===== src/rtl/sponge_pkg.sv =====
// Shared types and defaults for the sponge (Keccak) controller.
package sponge_pkg;

  localparam int unsigned NUM_ROUNDS_DEFAULT = 24;

  typedef enum logic [2:0] {
    IDLE,
    ABSORB_WAIT,
    PERMUTE,
    SQUEEZE_WR,
    SQUEEZE_PERM
  } state_t;

  typedef enum logic [1:0] {
    SHA3_256,
    SHA3_512,
    SHAKE128,
    SHAKE256
  } mode_t;

endpackage


===== src/rtl/sponge_round_counter.sv =====
// Round counter: 0..NUM_ROUNDS-ROUNDS_PER_CYCLE in steps of ROUNDS_PER_CYCLE, wraps after the final step.
module sponge_round_counter
  import sponge_pkg::*;
#(
  parameter int unsigned NUM_ROUNDS       = NUM_ROUNDS_DEFAULT,
  parameter int unsigned ROUNDS_PER_CYCLE = 1,
  parameter int unsigned RIDX_W           = $clog2(NUM_ROUNDS)
) (
  input  logic              clk,
  input  logic              rst,
  input  logic              clr_i,
  input  logic              step_i,
  output logic [RIDX_W-1:0] idx_o,
  output logic              final_o
);

  localparam logic [RIDX_W-1:0] LAST_IDX = RIDX_W'(NUM_ROUNDS - ROUNDS_PER_CYCLE);
  localparam logic [RIDX_W-1:0] STEP     = RIDX_W'(ROUNDS_PER_CYCLE);

  logic [RIDX_W-1:0] cnt_q, cnt_d;

  assign idx_o   = cnt_q;
  assign final_o = (cnt_q == LAST_IDX);

  // Next count: clear wins over step; the final step wraps to zero.
  always_comb begin
    cnt_d = cnt_q;
    if (clr_i) begin
      cnt_d = '0;
    end else if (step_i) begin
      cnt_d = final_o ? '0 : cnt_q + STEP;
    end
  end

  // Count register with synchronous reset.
  always_ff @(posedge clk) begin
    if (rst) begin
      cnt_q <= '0;
    end else begin
      cnt_q <= cnt_d;
    end
  end

endmodule


===== src/rtl/sponge_ctrl_fsm.sv =====
// Sponge controller: sequences absorb, permute and squeeze for one message per start.
module sponge_ctrl_fsm
  import sponge_pkg::*;
#(
  parameter int unsigned NUM_ROUNDS       = NUM_ROUNDS_DEFAULT,
  parameter int unsigned ROUNDS_PER_CYCLE = 1,
  parameter int unsigned OUT_CNT_W        = 16,
  parameter int unsigned RIDX_W           = $clog2(NUM_ROUNDS)
) (
  input  logic                 clk,
  input  logic                 rst,
  input  logic                 start,
  input  logic                 abort,
  input  mode_t                mode,
  input  logic [OUT_CNT_W-1:0] out_blocks,
  input  logic                 in_valid,
  input  logic                 in_last,
  output logic                 in_ready,
  output logic                 absorb_en,
  output logic                 round_en,
  output logic [RIDX_W-1:0]    round_idx,
  output logic                 state_clr,
  output mode_t                mode_q,
  input  logic                 out_ready,
  output logic                 out_we,
  output logic                 out_last,
  output logic                 busy,
  output logic                 done
);

  if ((ROUNDS_PER_CYCLE == 0) || ((NUM_ROUNDS % ROUNDS_PER_CYCLE) != 0)) begin : g_bad_rpc
    $error("sponge_ctrl_fsm: ROUNDS_PER_CYCLE must divide NUM_ROUNDS");
  end

  state_t                state_q, state_d;
  logic [OUT_CNT_W-1:0]  rem_q, rem_d;
  mode_t                 mode_lat_q, mode_lat_d;
  logic                  last_q, last_d;

  logic                  cnt_clr, cnt_step, cnt_final;
  logic [RIDX_W-1:0]     cnt_idx;

  sponge_round_counter #(
    .NUM_ROUNDS      (NUM_ROUNDS),
    .ROUNDS_PER_CYCLE(ROUNDS_PER_CYCLE),
    .RIDX_W          (RIDX_W)
  ) u_rcnt (
    .clk    (clk),
    .rst    (rst),
    .clr_i  (cnt_clr),
    .step_i (cnt_step),
    .idx_o  (cnt_idx),
    .final_o(cnt_final)
  );

  assign busy      = !rst && (state_q != IDLE);
  assign round_idx = round_en ? cnt_idx : '0;
  assign mode_q    = rst ? SHA3_256 : mode_lat_q;

  // Next-state and per-cycle output decode; abort and reset override everything.
  always_comb begin
    state_d    = state_q;
    rem_d      = rem_q;
    mode_lat_d = mode_lat_q;
    last_d     = last_q;
    cnt_clr    = 1'b0;
    cnt_step   = 1'b0;
    in_ready   = 1'b0;
    absorb_en  = 1'b0;
    round_en   = 1'b0;
    state_clr  = 1'b0;
    out_we     = 1'b0;
    out_last   = 1'b0;
    done       = 1'b0;

    case (state_q)
      IDLE: begin
        if (start && !abort) begin
          state_clr  = 1'b1;
          mode_lat_d = mode;
          rem_d      = (out_blocks == '0) ? OUT_CNT_W'(1) : out_blocks;
          last_d     = 1'b0;
          cnt_clr    = 1'b1;
          state_d    = ABSORB_WAIT;
        end
      end
      ABSORB_WAIT: begin
        if (in_valid) begin
          in_ready  = 1'b1;
          absorb_en = 1'b1;
          round_en  = 1'b1;
          cnt_step  = 1'b1;
          last_d    = in_last;
          // A one-cycle permutation ends right here.
          if (cnt_final) begin
            state_d = in_last ? SQUEEZE_WR : ABSORB_WAIT;
          end else begin
            state_d = PERMUTE;
          end
        end
      end
      PERMUTE: begin
        round_en = 1'b1;
        cnt_step = 1'b1;
        if (cnt_final) begin
          state_d = last_q ? SQUEEZE_WR : ABSORB_WAIT;
        end
      end
      SQUEEZE_WR: begin
        if (out_ready) begin
          out_we = 1'b1;
          if (rem_q == OUT_CNT_W'(1)) begin
            out_last   = 1'b1;
            done       = 1'b1;
            mode_lat_d = SHA3_256;
            last_d     = 1'b0;
            state_d    = IDLE;
          end else begin
            rem_d   = rem_q - OUT_CNT_W'(1);
            cnt_clr = 1'b1;
            state_d = SQUEEZE_PERM;
          end
        end
      end
      SQUEEZE_PERM: begin
        round_en = 1'b1;
        cnt_step = 1'b1;
        if (cnt_final) begin
          state_d = SQUEEZE_WR;
        end
      end
      default: begin
        state_d = IDLE;
      end
    endcase

    if (abort && (state_q != IDLE)) begin
      in_ready   = 1'b0;
      absorb_en  = 1'b0;
      round_en   = 1'b0;
      out_we     = 1'b0;
      out_last   = 1'b0;
      state_clr  = 1'b1;
      done       = 1'b1;
      cnt_clr    = 1'b1;
      cnt_step   = 1'b0;
      rem_d      = '0;
      last_d     = 1'b0;
      mode_lat_d = SHA3_256;
      state_d    = IDLE;
    end

    if (rst) begin
      in_ready  = 1'b0;
      absorb_en = 1'b0;
      round_en  = 1'b0;
      state_clr = 1'b0;
      out_we    = 1'b0;
      out_last  = 1'b0;
      done      = 1'b0;
    end
  end

  // State, remaining-block count, latched mode and last-block flag.
  always_ff @(posedge clk) begin
    if (rst) begin
      state_q    <= IDLE;
      rem_q      <= '0;
      mode_lat_q <= SHA3_256;
      last_q     <= 1'b0;
    end else begin
      state_q    <= state_d;
      rem_q      <= rem_d;
      mode_lat_q <= mode_lat_d;
      last_q     <= last_d;
    end
  end

endmodule


===== config.mk =====
export PLATFORM = sky130hd
export DESIGN_NAME = sponge_ctrl_fsm
export DESIGN_NICKNAME = d
export VERILOG_FILES = /design/src/rtl/sponge_pkg.sv /design/src/rtl/sponge_round_counter.sv /design/src/rtl/sponge_ctrl_fsm.sv
export SDC_FILE = /design/constraint.sdc
export NUM_CORES = 1
export LEC_CHECK = 0
export ABC_AREA = 1
export CAP_MARGIN = 20
export CORE_UTILIZATION = 50
export DETAILED_ROUTE_END_ITERATION = 8
export PLACE_DENSITY = 0.77
export SLEW_MARGIN = 40
export SYNTH_ARGS = -nofsm -noshare
export SYNTH_HDL_FRONTEND = slang
export SYNTH_HIERARCHICAL = 1
export SYNTH_SLANG_ARGS = --single-unit

===== constraint.sdc =====
create_clock -name clk -period 4.19 [get_ports clk]
set_clock_uncertainty 0.15 [all_clocks]
set_input_delay 1.257 -clock clk [delete_from_list [all_inputs] [get_ports clk]]
set_output_delay 1.257 -clock clk [all_outputs]
set_load 0.005 [all_outputs]

# --- Word level (Yosys, flattened, before mapping) ---
# Index checks and enable logic that the tools add are counted.
# Widths: inputs -> output; s select.
word_totals:
  regBits: 27
  latch_bits: 0
  mem_bits_rw: 0
  rom_bits: 0
  inputBits: 25
  out_inout_bits: 15
  wordCells: 90
  memories: 0
op_classes:
  n_addsub: 2
  n_mul: 0
  n_div: 0
  order_cmp: 0
  eq_ne: 13
  shift: 0
  muxes: 53
  n_bitwise: 0
  n_reduce_logical: 17
op_table:
  columns: ["cell", "n"]
  rows:
  - ["$mux 16", 4]
  - ["$pmux 16 s2", 1]
  - ["$mux 1", 28]
  - ["$mux 3", 6]
  - ["$eq 16x1->1 const B", 1]
  - ["$logic_not 16->1", 1]
  - ["$sub 16x1->16 const B", 1]
  - ["$pmux 3 s5", 1]
  - ["$mux 2", 7]
  - ["$mux 5", 2]
  - ["$ne 2x2->1 const B", 5]
  - ["$reduce_and 5->1", 2]
  - ["$reduce_and 4->1", 2]
  - ["$eq 3x2->1 const B", 2]
  - ["$reduce_bool 3->1", 2]
  - ["$reduce_or 2->1", 3]
  - ["$add 5x1->5 const B", 1]
  - ["$eq 5x5->1 const B", 1]
  - ["$ne 2x1->1 const B", 2]
  - ["$pmux 1 s2", 2]
  - ["$pmux 2 s2", 1]
  - ["$eq 3x1->1 const B", 1]
  - ["$eq 3x3->1 const B", 1]
  - ["$logic_and 1x1->1", 3]
  - ["4 further kinds", 5]

# --- Longest topological paths before layout ---
logic_depth:
  depth_word: 6
  ltp_mapped: 13
  depth_no_buf: 12

# --- Hierarchy ---
# The synthesis kept the hierarchy.
modules_own_cells:
  columns: ["mod", "instances", "cells_per_inst", "area_per_inst_um2"]
  rows:
  - ["sponge_ctrl_fsm", 1, 309, 1820.5]
  - ["sponge_round_counter", 1, 35, 245.2]

# --- Least setup slack after synthesis ---
# Ideal clock, no wire load.
synth_path:
  path_kind: "input to output"
  startpoint: "input abort"
  endpoint: "output in_ready"
  arrival_time_ps: 2029
  t_required_ps: 2783
  setup_slack_ps: 754
  path_stages: 7
  path_buffers: 2
  path_cell_list: "inv_1 nor2_1 nor2_2 inv_2 buf_6 nor2_1 buf_4"
synth_via:
  elab_chain_cells: 3
synth_rtl:
  columns: ["element", "line_no", "text"]
  rows:
  - ["start, declared", "sponge_ctrl_fsm.sv:13", "input logic abort,"]
  - ["$logic_and 1x1->1", "sponge_ctrl_fsm.sv:137", "if (abort && (state_q != IDLE)) begin"]
  - ["$mux 1 (2 in a row)", null, null]
  - ["end, declared", "sponge_ctrl_fsm.sv:18", "output logic in_ready,"]
# Every way passes these cells.

# --- Worst setup path after layout ---
layout_path:
  startpoint: "input in_valid"
  endpoint: "output round_en"
layout_via:
  elab_chain_cells: 4
layout_rtl:
  columns: ["element", "line_no", "text"]
  rows:
  - ["start, declared", "sponge_ctrl_fsm.sv:16", "input logic in_valid,"]
  - ["$mux 1", "sponge_ctrl_fsm.sv:88", "if (in_valid) begin"]
  - ["$pmux 1 s2", "sponge_ctrl_fsm.sv:76", "case (state_q)"]
  - ["$mux 1", "sponge_ctrl_fsm.sv:137", null]
  - ["$mux 1", "sponge_ctrl_fsm.sv:153", "if (rst) begin"]
  - ["end, declared", "sponge_ctrl_fsm.sv:20", "output logic round_en,"]
# Every way passes these cells.

==> key figures <==
Floorplan
  – Die Y: roughly 66 µm
  – Row cnt: 22
  – Initial Util: 54.4%
  – Die width: ~66 µm
  – Core Box Area: approximately 0.0038 mm²
  – Ports: 40
  – Die area: between 0.004 and 0.005 mm²

Synth
  – Avg Cell Area, Syn: 6.01 µm²
  – Yosys Warn Count: 6
  – Post-synthesis adder-cell area fraction: 1.82%
  – Synth Area in Compound Gates: ~14%
  – Area share of the largest cell type after synthesis: between 20% and 30%
  – Seq cells post-synth: 27
  – Simple-gate share of the synthesized area: about 41%
  – Proportion of synthesized area in mux cells: 0%
  – Largest family of logic cells by synthesized area: simple AND/OR/NAND/NOR gates
  – Cell area after synthesis: roughly 0.0021 mm²
  – Distinct cells, synth: 31
  – Largest cells by area after synthesis: dfxtp_1, nand2_1, nor2_1
  – Mapped Nets: 372
  – Mapped Cells: 344
  – Xor and xnor fraction of the mapped netlist area: under 10%
  – Sequential share of the synthesized area: 26.2%
  – Leading area contributor after synthesis: dfxtp_1

Cells and area
  – Nets: around 420
  – Seq. cell area: approximately 540 µm²
  – Layout Area Growth over Synthesis: 25.4%
  – Multi-input gate area: approximately 0.0012 mm²
  – Proportion of layout cells with a drive suffix above 1: between 10% and 20%
  – Filler cell count: ~340
  – Design Area, Final: between 0.002 and 0.003 mm²
  – Ant. Diodes: 0

Clock network
  – Post-CTS Hold Buffers: 0
  – CTS Buf Count: 3
  – Clock slew at reported path FFs: around 0.1 ns
  – Clock latency on the worst-skew pair: around 0.28 ns
  – CTS Root Cell: clkbuf_8
  – CTS Buffer Depth: 2
  – H-Tree Depth: 1
  – CTS tree: yes
  – Clock sink total: 27

Setup path
  – CP max FO: 2
  – Setup Crit Path Kind: input pin to output pin
  – Worst setup SP type: input pin
  – Worst Setup End Kind: output pin
  – Req. time, crit path: roughly 2.8 ns
  – Critical Path AT: between 2 and 3 ns

Global routing
  – Total track usage: 25.5%
  – Total global routing overflow: 0
  – Antenna violations before repair: 0
  – Global-route wire length before repair: ~8700 µm
  – Largest net degree at the start of global routing: 29
  – Vias in the first global route: 2006

Power
  – Seq pwr share: 30.4%
  – Internal power: 0.000637 W
  – Overall power: roughly 0.0012 W
  – Clock share of power: 12.9%
  – Gate power share: between 50% and 60%
  – Sw frac: a little under half
  – Static Leak: 1.31 nW
  – Worst IR drop on VDD: between 300 and 400 µV
  – PwrDens: roughly 470 mW/mm²
  – Net switching power: 0.000586 W

Placement
  – Hpwl dp: 3830 µm
  – Final Wtd Congestion: 0.893
  – Dpl cell area: roughly 0.0025 mm²
  – PortBufs: 39

Run status
  – Status: finished, final reports clean

Routing
  – Remaining DRCs: 0
  – Vias per cell: 5.06
  – Vias after detailed routing: between 2000 and 2500
  – Number of DRC markers in iteration 0: ~230
  – TritonRoute pass-1 iters: 4
  – Wire per inst: ~12 µm
  – DRT antenna net count: 0
  – Routed wire length: approximately 5200 µm

Timing
  – Post-route clock period utilization: between 90% and 100%
  – RSZ-0062 raised after global routing: no
  – Setup Viol. Count Final: 0
  – Total Negative Setup Slacks: 0 ns
  – Worst Tran Pin Value: between 0.4 and 0.5 ns
  – Max-slew violation count: 0
  – Hold Fails Final Rpt: 0
  – Worst rel slew slack: between 60 and 70%
  – Post-route minimum period: 4.01 ns
  – Fmax achieved: 250 MHz

Job
  – Max-cap viol count: 0

Min path
  – Worst Hold Class: register to register
registers in the layout, summed over array words and instances (netlist names):
| register | cells |
|---|---|
| mode_lat_q | 2 |
| last_q | 1 |
| state_q | 3 |
| rem_q | 16 |
| u_rcnt/idx_o | 5 |
final timing paths:
kind                      startpoint                           end  slack (ns)  cells after the start
max                         in_valid                      round_en        0.18                      6
max reg2reg  state_q[1]$_SDFFE_PP0P_  u_rcnt/idx_o[4]$_SDFFE_PP0P_        1.90                     10
min              last_q$_SDFFE_PP0P_           last_q$_SDFFE_PP0P_        0.33                      2
min reg2reg      last_q$_SDFFE_PP0P_           last_q$_SDFFE_PP0P_        0.33                      2
layout by cell type (no fill, tap or decap), types with 2 or more instances in the layout:
cell type,n
nand2_4,2
nand3_2,3
a21oi_1,17
clkdlybuf4s50_1,28
clkbuf_8,3
nand2_1,73
inv_1,54
nor2_1,57
buf_4,9
dfxtp_1,27
o21ai_1,7
xor2_1,3
nand4_1,5
o21ai_0,13
nand2_2,10
nand3_1,31
nor2_2,6
dlymetal6s2s_1,11
a21oi_2,8
o22ai_1,2
ha_1,3
inv_2,4
nor2_4,3
Yosys cell counts:
| master | count |
|---|---|
| inv_1 | 54 |
| nand4_1 | 5 |
| inv_2 | 4 |
| dfxtp_1 | 27 |
| nor2_4 | 1 |
| nor3_1 | 1 |
| o2111ai_1 | 1 |
| nand2_1 | 73 |
| o21ai_2 | 1 |
| a21oi_2 | 8 |
| buf_2 | 1 |
| buf_12 | 1 |
| nor2_2 | 7 |
| o21ai_0 | 13 |
| nand2_2 | 10 |
| o21bai_1 | 1 |
| nor2_1 | 58 |
| nand3_1 | 31 |
| buf_4 | 3 |
| ha_1 | 3 |
| nand2_4 | 2 |
| xor2_1 | 3 |
| clkinv_2 | 1 |
| o22ai_1 | 2 |
| a31oi_1 | 1 |
| a21oi_1 | 17 |
| clkbuf_1 | 2 |
| nand3_2 | 3 |
| o21ai_1 | 7 |
| buf_6 | 2 |
| xnor2_1 | 1 |
logic make-up after synthesis:
| kind of cell | count (synthesis) |
|---|---|
| flip-flops | 27 |
| adder cells (fa/ha/maj) | 3 |
| AND/OR/NAND/NOR | 191 |
| AO/OA/AOI/OAI | 51 |
| XOR/XNOR | 4 |
| buffers and inverters | 68 |
what timing repair did:
item / in CTS / in global routing
setup buffers: 0 / 1
gates resized for setup: 1 / 13
endpoints found under the setup margin: 1 / 11
through the flow:
stage          instances  hold WS (ns)  util [%]  setup slack [ns]
2_1_floorplan        344         0.288         -             0.754
3_3_place_gp         430         0.301      65.8            0.0314
3_5_place_dp         430         0.312      65.8            0.0167
4_1_cts              434         0.328      67.0            0.0160
5_1_grt              435         0.336      68.2            0.0993
6_report             435         0.329      68.2             0.183
worst max-delay path, stage by stage:
cell and delay, ns:
clkdlybuf4s50_1 0.48, nand2_1 0.07, inv_1 0.07, nor2_1 0.08, nor2_4 0.13, clkdlybuf4s50_1 0.52
final cells by class:
class                           count  area share (%)
Clock buffer                        4            1.74
Multi-Input combinational cell    249            47.8
Timing Repair Buffer               48            18.7
Tap cell                           48            2.32
Sequential cell                    27            20.9
Inverter                           59            8.59
layer usage:
metal	track usage (%)	wire length, µm
met1	33.7	2560
met2	43.0	2310
met3	5.00	292
met4	4.26	40
met5	0	0
power by group through the flow:
stage / clock network (W) / logic (W) / registers, W
6_report: 0.000158 / 0.000694 / 0.000372
3_5_place_dp: 0 / 0.000676 / 0.000376
2_1_floorplan: 0 / 0.000528 / 0.000362
3_3_place_gp: 0 / 0.000669 / 0.000374
4_1_cts: 0.000157 / 0.000684 / 0.000370
5_1_grt: 0.000165 / 0.000794 / 0.000382
(Power assumes the default switching activity.)
